--- src/rtl/wb_port_arbiter.sv ---
// wb_port_arbiter: merges the MEM/WB writeback stream with buffered MDU
// results onto the single register-file write port. MEM/WB always wins;
// MDU results wait in a small circular FIFO and drain when the port is idle.
// Same-register writes from MEM/WB kill older buffered MDU results (WAW),
// which then retire silently in their original position.
module wb_port_arbiter #(
  parameter int DEPTH = 2,
  parameter int CW    = 2
) (
  input  logic          clk,
  input  logic          reset,
  input  logic          wb_reg_write,
  input  logic          wb_mem_to_reg,
  input  logic [4:0]    wb_rd,
  input  logic [31:0]   wb_read_data,
  input  logic [31:0]   wb_alu_res,
  input  logic          mdu_valid,
  output logic          mdu_ready,
  input  logic [4:0]    mdu_rd,
  input  logic [31:0]   mdu_data,
  input  logic [4:0]    chk_rs,
  input  logic [4:0]    chk_rt,
  output logic          pend_hit,
  output logic          pipe_stall,
  output logic          rf_we,
  output logic [4:0]    rf_waddr,
  output logic [31:0]   rf_wdata,
  output logic [CW-1:0] q_count
);

  localparam int AW = (DEPTH > 1) ? $clog2(DEPTH) : 1;

  logic [AW-1:0]    head;
  logic [AW-1:0]    tail;
  logic [DEPTH-1:0] live;
  logic [4:0]       rd_mem   [DEPTH];
  logic [31:0]      data_mem [DEPTH];

  logic        wb_req;
  logic        push;
  logic        pop;
  logic [31:0] wb_data;

  // Request decode, data mux and FIFO handshake, all from registered count
  always_comb begin
    wb_req     = wb_reg_write && (wb_rd != 5'd0);
    wb_data    = wb_mem_to_reg ? wb_read_data : wb_alu_res;
    mdu_ready  = (q_count < CW'(DEPTH));
    pipe_stall = (q_count == CW'(DEPTH));
    push       = mdu_valid && mdu_ready && (mdu_rd != 5'd0);
    pop        = !wb_req && (q_count != '0);
  end

  // Hazard check: any live buffered result targeting an ID-stage source
  always_comb begin
    pend_hit = 1'b0;
    for (int i = 0; i < DEPTH; i++) begin
      if (live[i] && (rd_mem[i] != 5'd0) &&
          ((rd_mem[i] == chk_rs) || (rd_mem[i] == chk_rt)))
        pend_hit = 1'b1;
    end
  end

  // FIFO control: pointers, occupancy and live bits (kill before push so the
  // result arriving this cycle is treated as younger than the WB write)
  always_ff @(posedge clk or posedge reset) begin
    if (reset) begin
      head    <= '0;
      tail    <= '0;
      q_count <= '0;
      live    <= '0;
    end else begin
      for (int i = 0; i < DEPTH; i++) begin
        if (wb_req && (rd_mem[i] == wb_rd))
          live[i] <= 1'b0;
      end
      if (pop) begin
        live[head] <= 1'b0;
        head       <= head + AW'(1);
      end
      if (push) begin
        live[tail] <= 1'b1;
        tail       <= tail + AW'(1);
      end
      q_count <= q_count + CW'(push) - CW'(pop);
    end
  end

  // FIFO payload storage; validity is tracked by the live bits, so no reset
  always_ff @(posedge clk) begin
    if (push) begin
      rd_mem[tail]   <= mdu_rd;
      data_mem[tail] <= mdu_data;
    end
  end

  // Registered write port: MEM/WB first, otherwise the popped head entry
  always_ff @(posedge clk or posedge reset) begin
    if (reset) begin
      rf_we    <= 1'b0;
      rf_waddr <= 5'd0;
      rf_wdata <= 32'd0;
    end else if (wb_req) begin
      rf_we    <= 1'b1;
      rf_waddr <= wb_rd;
      rf_wdata <= wb_data;
    end else if (pop) begin
      rf_we    <= live[head];
      rf_waddr <= rd_mem[head];
      rf_wdata <= data_mem[head];
    end else begin
      rf_we    <= 1'b0;
    end
  end

endmodule

--- config.mk ---
export PLATFORM = sky130hd
export DESIGN_NAME = wb_port_arbiter
export DESIGN_NICKNAME = d
export VERILOG_FILES = /design/src/rtl/wb_port_arbiter.sv
export SDC_FILE = /design/constraint.sdc
export NUM_CORES = 1
export LEC_CHECK = 0
export ABC_AREA = 1
export BUFFER_PORTS_ARGS = -buffer_cell sky130_fd_sc_hd__buf_2
export CORE_ASPECT_RATIO = 1.1
export CORE_MARGIN = 8
export CORE_UTILIZATION = 56
export DETAILED_ROUTE_END_ITERATION = 10
export GPL_TIMING_DRIVEN = 0
export HOLD_SLACK_MARGIN = 0.08
export PLACE_DENSITY = 0.85
export SYNTH_ARGS = -nofsm -noshare
export SYNTH_HDL_FRONTEND = slang
export SYNTH_SLANG_ARGS = --single-unit
--- constraint.sdc ---
create_clock -name clk -period 4.37 [get_ports clk]
set_input_delay 1.0925 -clock clk [delete_from_list [all_inputs] [get_ports clk]]
set_output_delay 1.0925 -clock clk [all_outputs]
set_load 0.005 [all_outputs]
==> results of run 1 <==
cell families after synthesis:
logic type / Yosys count / synth area share [%]
xor+xnor: 9 / 1.363
fa+ha+maj: 2 / 0.4326
mux: 16 / 3.093
buf+inv: 78 / 6.489
compound gates: 29 / 2.639
simple gates: 418 / 28.53
flops: 118 / 57.45
layout by cell type (no fill, tap or decap), types with 4 or more instances in the layout:
cell / n
buf_2: 173
xnor2_1: 5
xor2_1: 4
clkinvlp_4: 5
o21ai_0: 23
nand2_1: 361
edfxtp_1: 74
nand3_1: 25
dfrtp_1: 44
buf_6: 7
clkbuf_16: 17
nor2_1: 21
mux2_2: 15
inv_1: 49
power by group:
group          internal (uW)  switching, uW
combinational            462            787
clock                    900            514
sequential              1500            144
critical path: cells and delay by family:
kind	cells	cell delay (ps)
AND/OR/NAND/NOR	7	480
buffers and inverters	3	280
layout make-up:
| cell class | count | area [um2] | area share, % |
|---|---|---|---|
| flip-flops and latches | 118 | 3323 | 44.90 |
| multi-input cells | 474 | 2093 | 28.28 |
| repair buffers | 164 | 850.8 | 11.49 |
| clock buffers | 18 | 429.2 | 5.798 |
| inverters | 53 | 203.9 | 2.755 |
| clock inverters | 14 | 176.4 | 2.383 |
| plain buffers | 25 | 171.4 | 2.316 |
| well taps | 123 | 153.9 | 2.079 |
routing by layer:
layer,part of all wire [%],global-route usage [%],wire (um)
met2,49,39.50,7697
met5,0,0,0
met4,2.6,10.50,416
met1,40,26.06,6257
met3,8.5,7.333,1339
sequential cells by signal, summed over array words and instances (netlist names):
| register | cells |
|---|---|
| rf_we | 1 |
| rf_waddr | 5 |
| rd_mem | 10 |
| tail | 1 |
| live | 2 |
| q_count | 2 |
| head | 1 |
| data_mem | 64 |
| rf_wdata | 32 |
stage by stage:
step	hold WS [ps]	area, um2	std cells
final	478.0	7402	989
after global routing	499.4	7402	989
after CTS	479.0	7402	989
after detailed placement	462.9	6797	957
after global placement	457.5	6749	955
after floorplan	472.0	5784	670
worst paths after layout:
path,slack (ps),from,cells after the start,endpoint
min in group asynchronous,590,reset,2,rf_wdata[30]
max reg2reg,2450,q_count[1],8,q_count[1]
max in group asynchronous,3300,reset,3,rf_wdata[17]
min,480,rf_wdata[19],2,rf_wdata[19]
max,1420,chk_rs[0],10,pend_hit
min reg2reg,480,rf_wdata[19],2,rf_wdata[19]
==> summary.md, run 1 <==
| Metric | Value |
|---|---|
| Status | finished clean |
| Core area | 10250 um2 |
| Router iterations before antenna repair | 5 |
| Routed WL | around 16000 um |
| Crit end category | primary output |
| Distinct cells, synth | 27 |
| Fill count | 771 |
| Design Power | approximately 4300 uW |
| Post-CTS resize count | 0 |
| Final period util | just under 70% |
| H-tree depth | 4 |
| WL/cell | about 16 um |
| Seq cells post-synth | approximately 120 |
| Leakage | ~0.0038 uW |
| Post-Syn Instances | 670 |
| First-pass GRT wire length | approximately 24000 um |
| Final GP Congestion | roughly 0.90 |
| Final hold viol count | 0 |
| Most used cell, CP | nand2_1 |
| CP peak stage delay | between 100 and 150 ps |
| Initial Util | a little under three fifths |
| Cell breakdown of the critical path | buf_2 -> inv_1 -> nand2_1 -> nand2_1 -> nor2_1 -> nand3_1 -> nand2_1 -> nand2_1 -> nand2_1 -> buf_2 |
| # diodes | 0 |
| Cts hold-fix bufs | 0 |
| Worst slew pin tran | about 860 ps |
| # DRC | 0 |
| Ys async rst share | a little under two fifths |
| Slew HR | between 40% and 50% |
| I/O Buffers | approximately 160 |
| Clock Tree Root | clkbuf_16 |
| Vias per std cell | 5.173 |
| CTS tree | yes |
| Area share of the largest cell type after synthesis | around 38% |
| Seq/Total Area, Yosys | between 50% and 60% |
| Vias | around 5100 |
| Worst setup SP type | input pin |
| Layout net count | ~1000 |
| Clk_lat worst skew | about 420 ps |
| Top Ports | approximately 160 |
| Cell with the most instances after synthesis | nand2_1 |
| Post-Syn Nets | ~790 |
| Vias in the first global route | ~5000 |
| Min Tclk post-route | between 2000 and 3000 ps |
| Yosys warning total | 0 |
| Synthesized area | 5784 um2 |
| Detailed Route Iter0 Violations | between 400 and 500 |
| Post-synth top cells | nand2_1, edfxtp_1, inv_1 |
| Worst-path clk slew | about 60 ps |
| Max clock buf depth | 2 |
| Cell accounting for the most synthesized area | edfxtp_1 |
| Core Util, Final | 72.23% |
| Worst setup margin | roughly 1400 ps |
| Total clock sinks | ~120 |
| Cell Rows | 39 |
| Max-cap check violation count | 0 |
| Crit path kind | in2out |
| Die height | roughly 120 um |
| Ranking of synthesized cells by area | edfxtp_1, nand2_1, dfrtp_1 |
| Total negative slack | 0 ps |
| Post-synth EDFFs | 74 |
| Pins Over Slew Limit | 0 |
| Grt ovf | 0 |
| Top_reg_cell synth | edfxtp_1 |
| Initial antenna violation count | 0 |
| Final setup fails | 0 |
| VDD IR max | ~0.00040 V |
| Post-DP HPWL | around 11000 um |
| RSZ-0062 raised after global routing | false |
| Die W | about 110 um |
| Max Freq | around 0.34 GHz |
| Pre-CTS setup slack | between 1000 and 1500 ps |
| Final Skew | between 10 and 15 ps |
| Synth Area per Inst | ~8.6 um2 |
| CTS buffer count | 17 |
| Setup bufs post-CTS | 0 |
| Critical Path RT | 3280 ps |
| Routed Antenna Nets | 0 |
| CP arrival | roughly 1900 ps |
| Largest net degree at the start of global routing | 38 |
| Die ar. | around 14000 um2 |
| Total track usage | between 20% and 30% |
| Worst hold path type | reg2reg |
| Synth-to-Final Area Change | 27.97% |
| Crit path max fanout | 3 |
| Slowest-stage cell, CP | nor2_1 |
| Power Density | just under 600 nW/um2 |
| Share of cells above drive strength 1 | about 28% |
(Power assumes the default switching activity.)
==> inputs of run 2 (changes only) <==
- CORE_UTILIZATION: 56 -> 47
- PLACE_DENSITY: 0.85 -> 0.76
- clock period: 4.37 -> 2.6 ns (I/O delays scaled with it)
==> run 2 against run 1 <==
Net effect:
- register-to-register slack worse by 1800 ps
- utilization shrank 10 points
- power increased by 72%
- sequential share of layout area fell by 0.55 points
- cell area is 1.3% higher
- critical endpoint unchanged
- critical path type is now reg2out
- non-clock buffer count did not move
==> summary.md, run 2 (synthesized netlist as in run 1, its figures left out) <==
| Metric | Value |
|---|---|
| Status | finished clean |
| Die W | 121.8 um (+7.9%) |
| Worst hold slack | 253.0 ps (-224.9 ps) |
| Max reg flops | 64 (unchanged) |
| Vias per std cell | 4.738 (-8.4%) |
| Pre-CTS setup slack | 224.1 ps (-1241 ps) |
| Synth-to-Final Area Change | 29.57% |
| H-tree depth | 4 (unchanged) |
| CP peak stage delay | 480 ps (+350 ps) |
| Reg area | 3323 um2 (unchanged) |
| Critical Path RT | 1950 ps (-1330 ps) |
| First-pass GRT wire length | 24080 um (-1.5%) |
| Cell breakdown of the critical path | inv_1 -> nand2_1 -> nand2_1 -> nor2_1 -> nand3_1 -> nand2_1 -> nand2_1 -> nand2_1 -> buf_2 |
| Final hold viol count | 0 (unchanged) |
| Worst-path clk slew | 60 ps (about the same) |
| I/O Buffers | 162 (unchanged) |
| Top Ports | 164 (unchanged) |
| Crit path max fanout | 5 (+2) |
| Worst slew pin tran | 809.9 ps (-49.66 ps) |
| Worst hold path type | in2async |
| Total track usage | 19.27% (-3.8 points) |
| Max Freq | roughly 0.43 GHz |
| Initial antenna violation count | 0 (unchanged) |
| Post-CTS resize count | 0 (unchanged) |
| Largest regs | data_mem: 64 flops, rf_wdata: 32 flops, rd_mem: 10 flops |
| CP arrival | 1670 ps (-190 ps) |
| Cts hold-fix bufs | 0 (unchanged) |
| Cell Area, Placed | 6843 um2 (+0.68%) |
| Initial Util | 48.07% (-8.4 points) |
| Worst setup SP type | flip-flop |
| Final GP Congestion | 0.8780 (-2.1%) |
| Min Tclk post-route | about 2300 ps |
| Slew HR | 45.93% (+3.3 points) |
| RSZ-0062 raised after global routing | false |
| Clk_lat worst skew | 410 ps (about the same) |
| Total clock sinks | 118 (unchanged) |
| Largest net degree at the start of global routing | 38 (unchanged) |
| Total negative slack | 0 ps (unchanged) |
| Vias | 4833 (-5.5%) |
| Die height | 132.4 um (+8.0%) |
| Layout net count | 976 (unchanged) |
| Pins Over Slew Limit | 0 (unchanged) |
| Setup bufs post-CTS | 0 (unchanged) |
| Final setup fails | 0 (unchanged) |
| WL/cell | 15.26 um (-3.9%) |
| Max-cap check violation count | 0 (unchanged) |
| Most frequent cells in the layout | nand2_1, buf_2, edfxtp_1 |
| VDD IR max | 0.0005717 V (+43%) |
| Commonest non-fill, non-tap cell in the layout | nand2_1 |
| Detailed Route Iter0 Violations | 294 (-30%) |
| Final Skew | 9.129 ps (-4.122 ps) |
| Die ar. | 16120 um2 (+16%) |
| Core area | 12030 um2 (+17%) |
| Max clock buf depth | 2 (unchanged) |
| Router iterations before antenna repair | 5 (unchanged) |
| Vias in the first global route | 4691 (-7.0%) |
| Worst setup margin | 275.5 ps (-1143 ps) |
| Leakage | 0.003833 uW (+0.97%) |
| Cell Rows | 42 (+7.7%) |
| Post-DP HPWL | 11930 um (+4.4%) |
| Slowest-stage cell, CP | edfxtp_1 |
| Multi-input logic area | 2093 um2 (unchanged) |
| Placed cells | 988 (+3.2%) |
| Share of cells above drive strength 1 | 27.83% (-0.12 points) |
| Fin cells | 1020 (+3.1%) |
| Grt ovf | 0 (unchanged) |
| Power Density | 989.8 nW/um2 (+70%) |
| Final period util | between 80 and 90% |
| # diodes | 0 (unchanged) |
| Design area | 7495 um2 (+1.3%) |
| Crit end category | primary output |
| Routed Antenna Nets | 0 (unchanged) |
| Clock Tree Root | clkbuf_16 |
| Most used cell, CP | nand2_1 |
| # DRC | 0 (unchanged) |
| CTS tree | yes |
| CTS buffer count | 17 (unchanged) |
| Most flops, register | data_mem |
| Crit path kind | reg2out |
| Fill count | 1021 (+32%) |
| Routed WL | 15570 um (-0.92%) |
-- run 2: per-layer routing --
metal  GRT usage, %  vias to the layer above  wire length [um]
met4          6.314                        0               191
met5              0                        -                 0
li1               -                     2484                 -
met1          24.01                     2183              6669
met3          4.799                       14              1083
met2          31.68                      152              7622
-- run 2: final timing paths --
kind / depth (start not counted) / slack, ps / end / startpoint
worst max-delay path: 9 / 280 / pend_hit / rd_mem[1][1]
worst min-delay path: 2 / 250 / rf_wdata[5] / reset
worst max register to register: 8 / 610 / q_count[1] / q_count[1]
worst min register to register: 2 / 480 / rf_waddr[2] / rf_waddr[2]
max in group asynchronous: 3 / 1830 / rf_waddr[3] / reset
min in group clk: 1 / 420 / data_mem[0][28] / mdu_data[28]
-- run 2: stage by stage --
step	utilization (%)	power (uW)
final	62.28	7418
after global placement	56.43	4824
after floorplan	-	4006
after detailed placement	56.86	4905
after global routing	62.28	7843
after CTS	62.28	7481
-- run 2: worst max-delay path, delay by kind of cell, from the launching register on --
| kind | cells | cell delay [ps] |
|---|---|---|
| buf+inv | 2 | 260 |
| simple gates | 7 | 530 |
| flops | 1 | 480 |
-- run 2: final cells by class --
cell class | count | area share (%)
Clock buffer | 19 | 5.776
Tap cell | 154 | 2.571
Sequential cell | 118 | 44.34
Timing Repair Buffer | 164 | 11.45
Inverter | 53 | 2.721
Multi-Input combinational cell | 474 | 27.93
Buffer | 25 | 2.287
Clock inverter | 13 | 2.922
-- run 2: report_power, final --
part	switching, uW	internal, uW
Sequential	241	2530
Combinational	1310	784
Clock	835	1720
Total	2390	5030
==> inputs of run 3 (changes only) <==
- ABC_AREA: 1 -> default
- CORE_UTILIZATION: 47 -> 46
==> run 3 against run 2 <==
Net effect:
- sequential power increased by 2%
- global-route usage decreased by 0.31 points
- utilization decreased by 0.44 points
- combinational power decreased by 12%
- wire length decreased by 7.1%
- clock power decreased by 12%
- cell area decreased by 6.9%
- critical path depth decreased by 3
- first-iteration DRC count decreased by 38%
- largest cell class unchanged
==> summary.md, run 3 <==
| Metric | Value |
|---|---|
| Top_reg_cell synth | edfxtp_1 |
| RSZ-0062 raised after global routing | false |
| Status | finished clean |
| RR Startpoint | q_count[1] |
| Int Pwr | 4800 uW (-4.6%) |
| Cell with the most instances after synthesis | edfxtp_1 |
| Core Util, Final | 61.84% (-0.44 points) |
| Fill count | 905 (-11%) |
| Reg area | 3323 um2 (unchanged) |
| Final Skew | 7.473 ps (-1.656 ps) |
| Vias in the first global route | 4272 (-8.9%) |
| Combinational share of power | 26.6% (-1.7 points) |
| Commonest non-fill, non-tap cell in the layout | buf_2 |
| Post-Syn Instances | 365 (-46%) |
| Switching part of the total | 30.49% (-1.7 points) |
| Core area | 11290 um2 (-6.2%) |
| WL/cell | 20.09 um (+32%) |
| Routed WL | 14470 um (-7.1%) |
| Post-Syn Nets | 488 (-38%) |
| Worst-path clk slew | 60 ps (about the same) |
| Share of cells above drive strength 1 | 39.12% (+11 points) |
| Sequential Power Share | 40.9% (+3.6 points) |
| Vias | 3863 (-20%) |
| Seq/Total Area, Yosys | 63.24% (+5.8 points) |
| Clk_lat worst skew | 400 ps (about the same) |
| Compound-Gate Fraction of Synth Area | 9.952% (+7.3 points) |
| Layout net count | 680 (-30%) |
| Worst hold path type | in2async |
| Routed Antenna Nets | 0 (unchanged) |
| Pre-CTS setup slack | -187.6 ps (-411.7 ps) |
| Post-synth EDFFs | 74 (unchanged) |
| Seq cells post-synth | 118 (unchanged) |
| Yosys warning total | 0 (unchanged) |
| Max Freq | 0.3985 GHz (-7.4%) |
| CTS tree | yes |
| Leakage | 0.003063 uW (-20%) |
| Area share of the largest cell type after synthesis | 42.29% (+3.9 points) |
| Crit path max fanout | 4 (-1) |
| Crit end category | primary output |
| Synth Area per Inst | 14.40 um2 (+67%) |
| Most frequent cells in the layout | buf_2, edfxtp_1, mux2i_1 |
| Final GP Congestion | 0.8487 (-3.3%) |
| Share of power burned in the clock network | 32.6% (-1.8 points) |
| Post-synthesis adder-cell area fraction | 0.4762% (+0.044 points) |
| Detailed Route Iter0 Violations | 182 (-38%) |
| Initial antenna violation count | 1 (+1) |
| # diodes | 0 (unchanged) |
| First-pass GRT wire length | 22280 um (-7.5%) |
| Max-cap check violation count | 0 (unchanged) |
| Final period util | 96.52% (+7.1 points) |
| Worst slew pin tran | 806.7 ps (-3.244 ps) |
| Synth-to-Final Area Change | 32.81% |
| Largest family of logic cells by synthesized area | multiplexers |
| Worst setup margin | 90.56 ps (-185.0 ps) |
| Power Density | 989.5 nW/um2 (about the same) |
| Ys async rst share | 37.29% (unchanged) |
| Top Ports | 164 (unchanged) |
| R2r setup slk | 330 ps (-280 ps) |
| Total track usage | 18.96% (-0.31 points) |
| Distinct cells, synth | 35 (+30%) |
| VDD IR max | 0.0005003 V (-12%) |
| Slew HR | 46.22% (+0.29 points) |
| Final setup fails | 0 (unchanged) |
| Most flops, register | data_mem |
| Multi-input logic area | 1805 um2 (-14%) |
| Die W | 117.9 um (-3.2%) |
| Ranking of synthesized cells by area | edfxtp_1, dfrtp_1, mux2i_1 |
| Min Tclk post-route | 2509 ps (+185.0 ps) |
| Grt ovf | 0 (unchanged) |
| Cell accounting for the most synthesized area | edfxtp_1 |
| Critical Path RT | 1950 ps (about the same) |
| Register-to-Register Path Depth | 8 (unchanged) |
| Proportion of synthesized area in mux cells | 12.38% (+9.3 points) |
| Final hold viol count | 0 (unchanged) |
| Post-synthesis simple-gate area fraction | 5.714% (-23 points) |
| # DRC | 0 (unchanged) |
| I/O Buffers | 161 (-0.62%) |
| Worst setup SP type | flip-flop |
| Pins Over Slew Limit | 0 (unchanged) |
| Post-DP HPWL | 10570 um (-11%) |
| Max clock buf depth | 2 (unchanged) |
| Crit path kind | reg2out |
| CTS buffer count | 17 (unchanged) |
| Largest regs | data_mem: 64 flops, rf_wdata: 32 flops, rd_mem: 10 flops |
| Clock Tree Root | clkbuf_16 |
| Total clock sinks | 118 (unchanged) |
| R2R Path End | q_count[1] |
| Xor and xnor area share after synthesis | 5.500% (+4.1 points) |
| Vias per std cell | 5.365 (+13%) |
| Psw | 2105 uW (-12%) |
| Post-synth top cells | edfxtp_1, mux2i_1, dfrtp_1 |
| CP arrival | 1860 ps (+190 ps) |
| Cell Rows | 41 (-2.4%) |
| Initial Util | 46.56% (-1.5 points) |
| Synthesized area | 5255 um2 (-9.1%) |
| Router iterations before antenna repair | 4 (-1) |
| Max reg flops | 64 (unchanged) |
| H-tree depth | 4 (unchanged) |
| Largest net degree at the start of global routing | 37 (-2.6%) |
| Die ar. | 15100 um2 (-6.3%) |
| Die height | 128.1 um (-3.2%) |
run 3: worst max-delay path by stage:
stage                             from               to  slack, ps  cells past startpoint
after CTS                 rd_mem[1][2]         pend_hit         70                      4
after detailed placement     mdu_rd[0]       q_count[1]       -190                      8
after floorplan              mdu_rd[3]   data_mem[1][0]       -340                      3
after global placement       mdu_rd[4]  data_mem[1][18]      -1550                      4
after global routing      rd_mem[1][1]         pend_hit         40                      6
final                     rd_mem[1][1]         pend_hit         90                      6
run 3: timing repair:
item                       CTS  global route
setup buffers                0             9
gates resized for setup      0             3
setup endpoints to repair    0             2
hold buffers                 0             0
run 3: area by class of cell:
type,instances,share of cell area (%)
flip-flops and latches,118,47.62
multi-input cells,222,25.87
repair buffers,173,13.48
clock buffers,20,6.400
well taps,150,2.689
clock inverters,12,1.882
plain buffers,20,1.793
inverters,5,0.2689
run 3: worst max-delay path, stage by stage, from the launching register on:
cell	delay, ps
edfxtp_1	460
buf_4	190
xor2_1	150
nor3_1	210
a22oi_1	110
o22ai_1	190
buf_2	140
run 3: power by group through the flow:
stage | Clock, uW | Sequential, uW | Combinational (uW)
2_1_floorplan | 0 | 2830 | 992
3_3_place_gp | 0 | 2850 | 1680
3_5_place_dp | 0 | 2850 | 1820
4_1_cts | 2280 | 2830 | 1820
5_1_grt | 2370 | 2870 | 2010
6_report | 2250 | 2820 | 1840
run 3: cell families (layout without fill, tap and decap cells):
| family | count (synthesis) | count (layout) |
|---|---|---|
| adder cells (fa/ha/maj) | 2 | 2 |
| flip-flops | 118 | 118 |
| XOR/XNOR | 33 | 33 |
| multiplexers | 65 | 65 |
| buffers and inverters | 25 | 230 |
| AND/OR/NAND/NOR | 66 | 66 |
| AO/OA/AOI/OAI | 56 | 56 |
run 3: per-stage QoR:
step                total power [uW]  hold slack (ps)  std cells  instance area [um2]  setup TNS (ps)
finish                          6906            165.3        720                 6979               0
global route                    7255            162.3        720                 6979               0
detailed placement              4671            464.7        679                 6331           -2183
global placement                4533            456.6        676                 6248         -116270
CTS                             6928            149.3        711                 6909               0
floorplan                       3817            455.6        365                 5255          -25760
run 3: layer usage:
layer	vias to the layer above	GRT usage, %	share of wire (%)
li1	1792	-	-
met1	1927	20.91	40
met2	127	33.82	53
met3	15	5.991	5.4
met4	2	6.712	0.91
met5	-	0	0.083
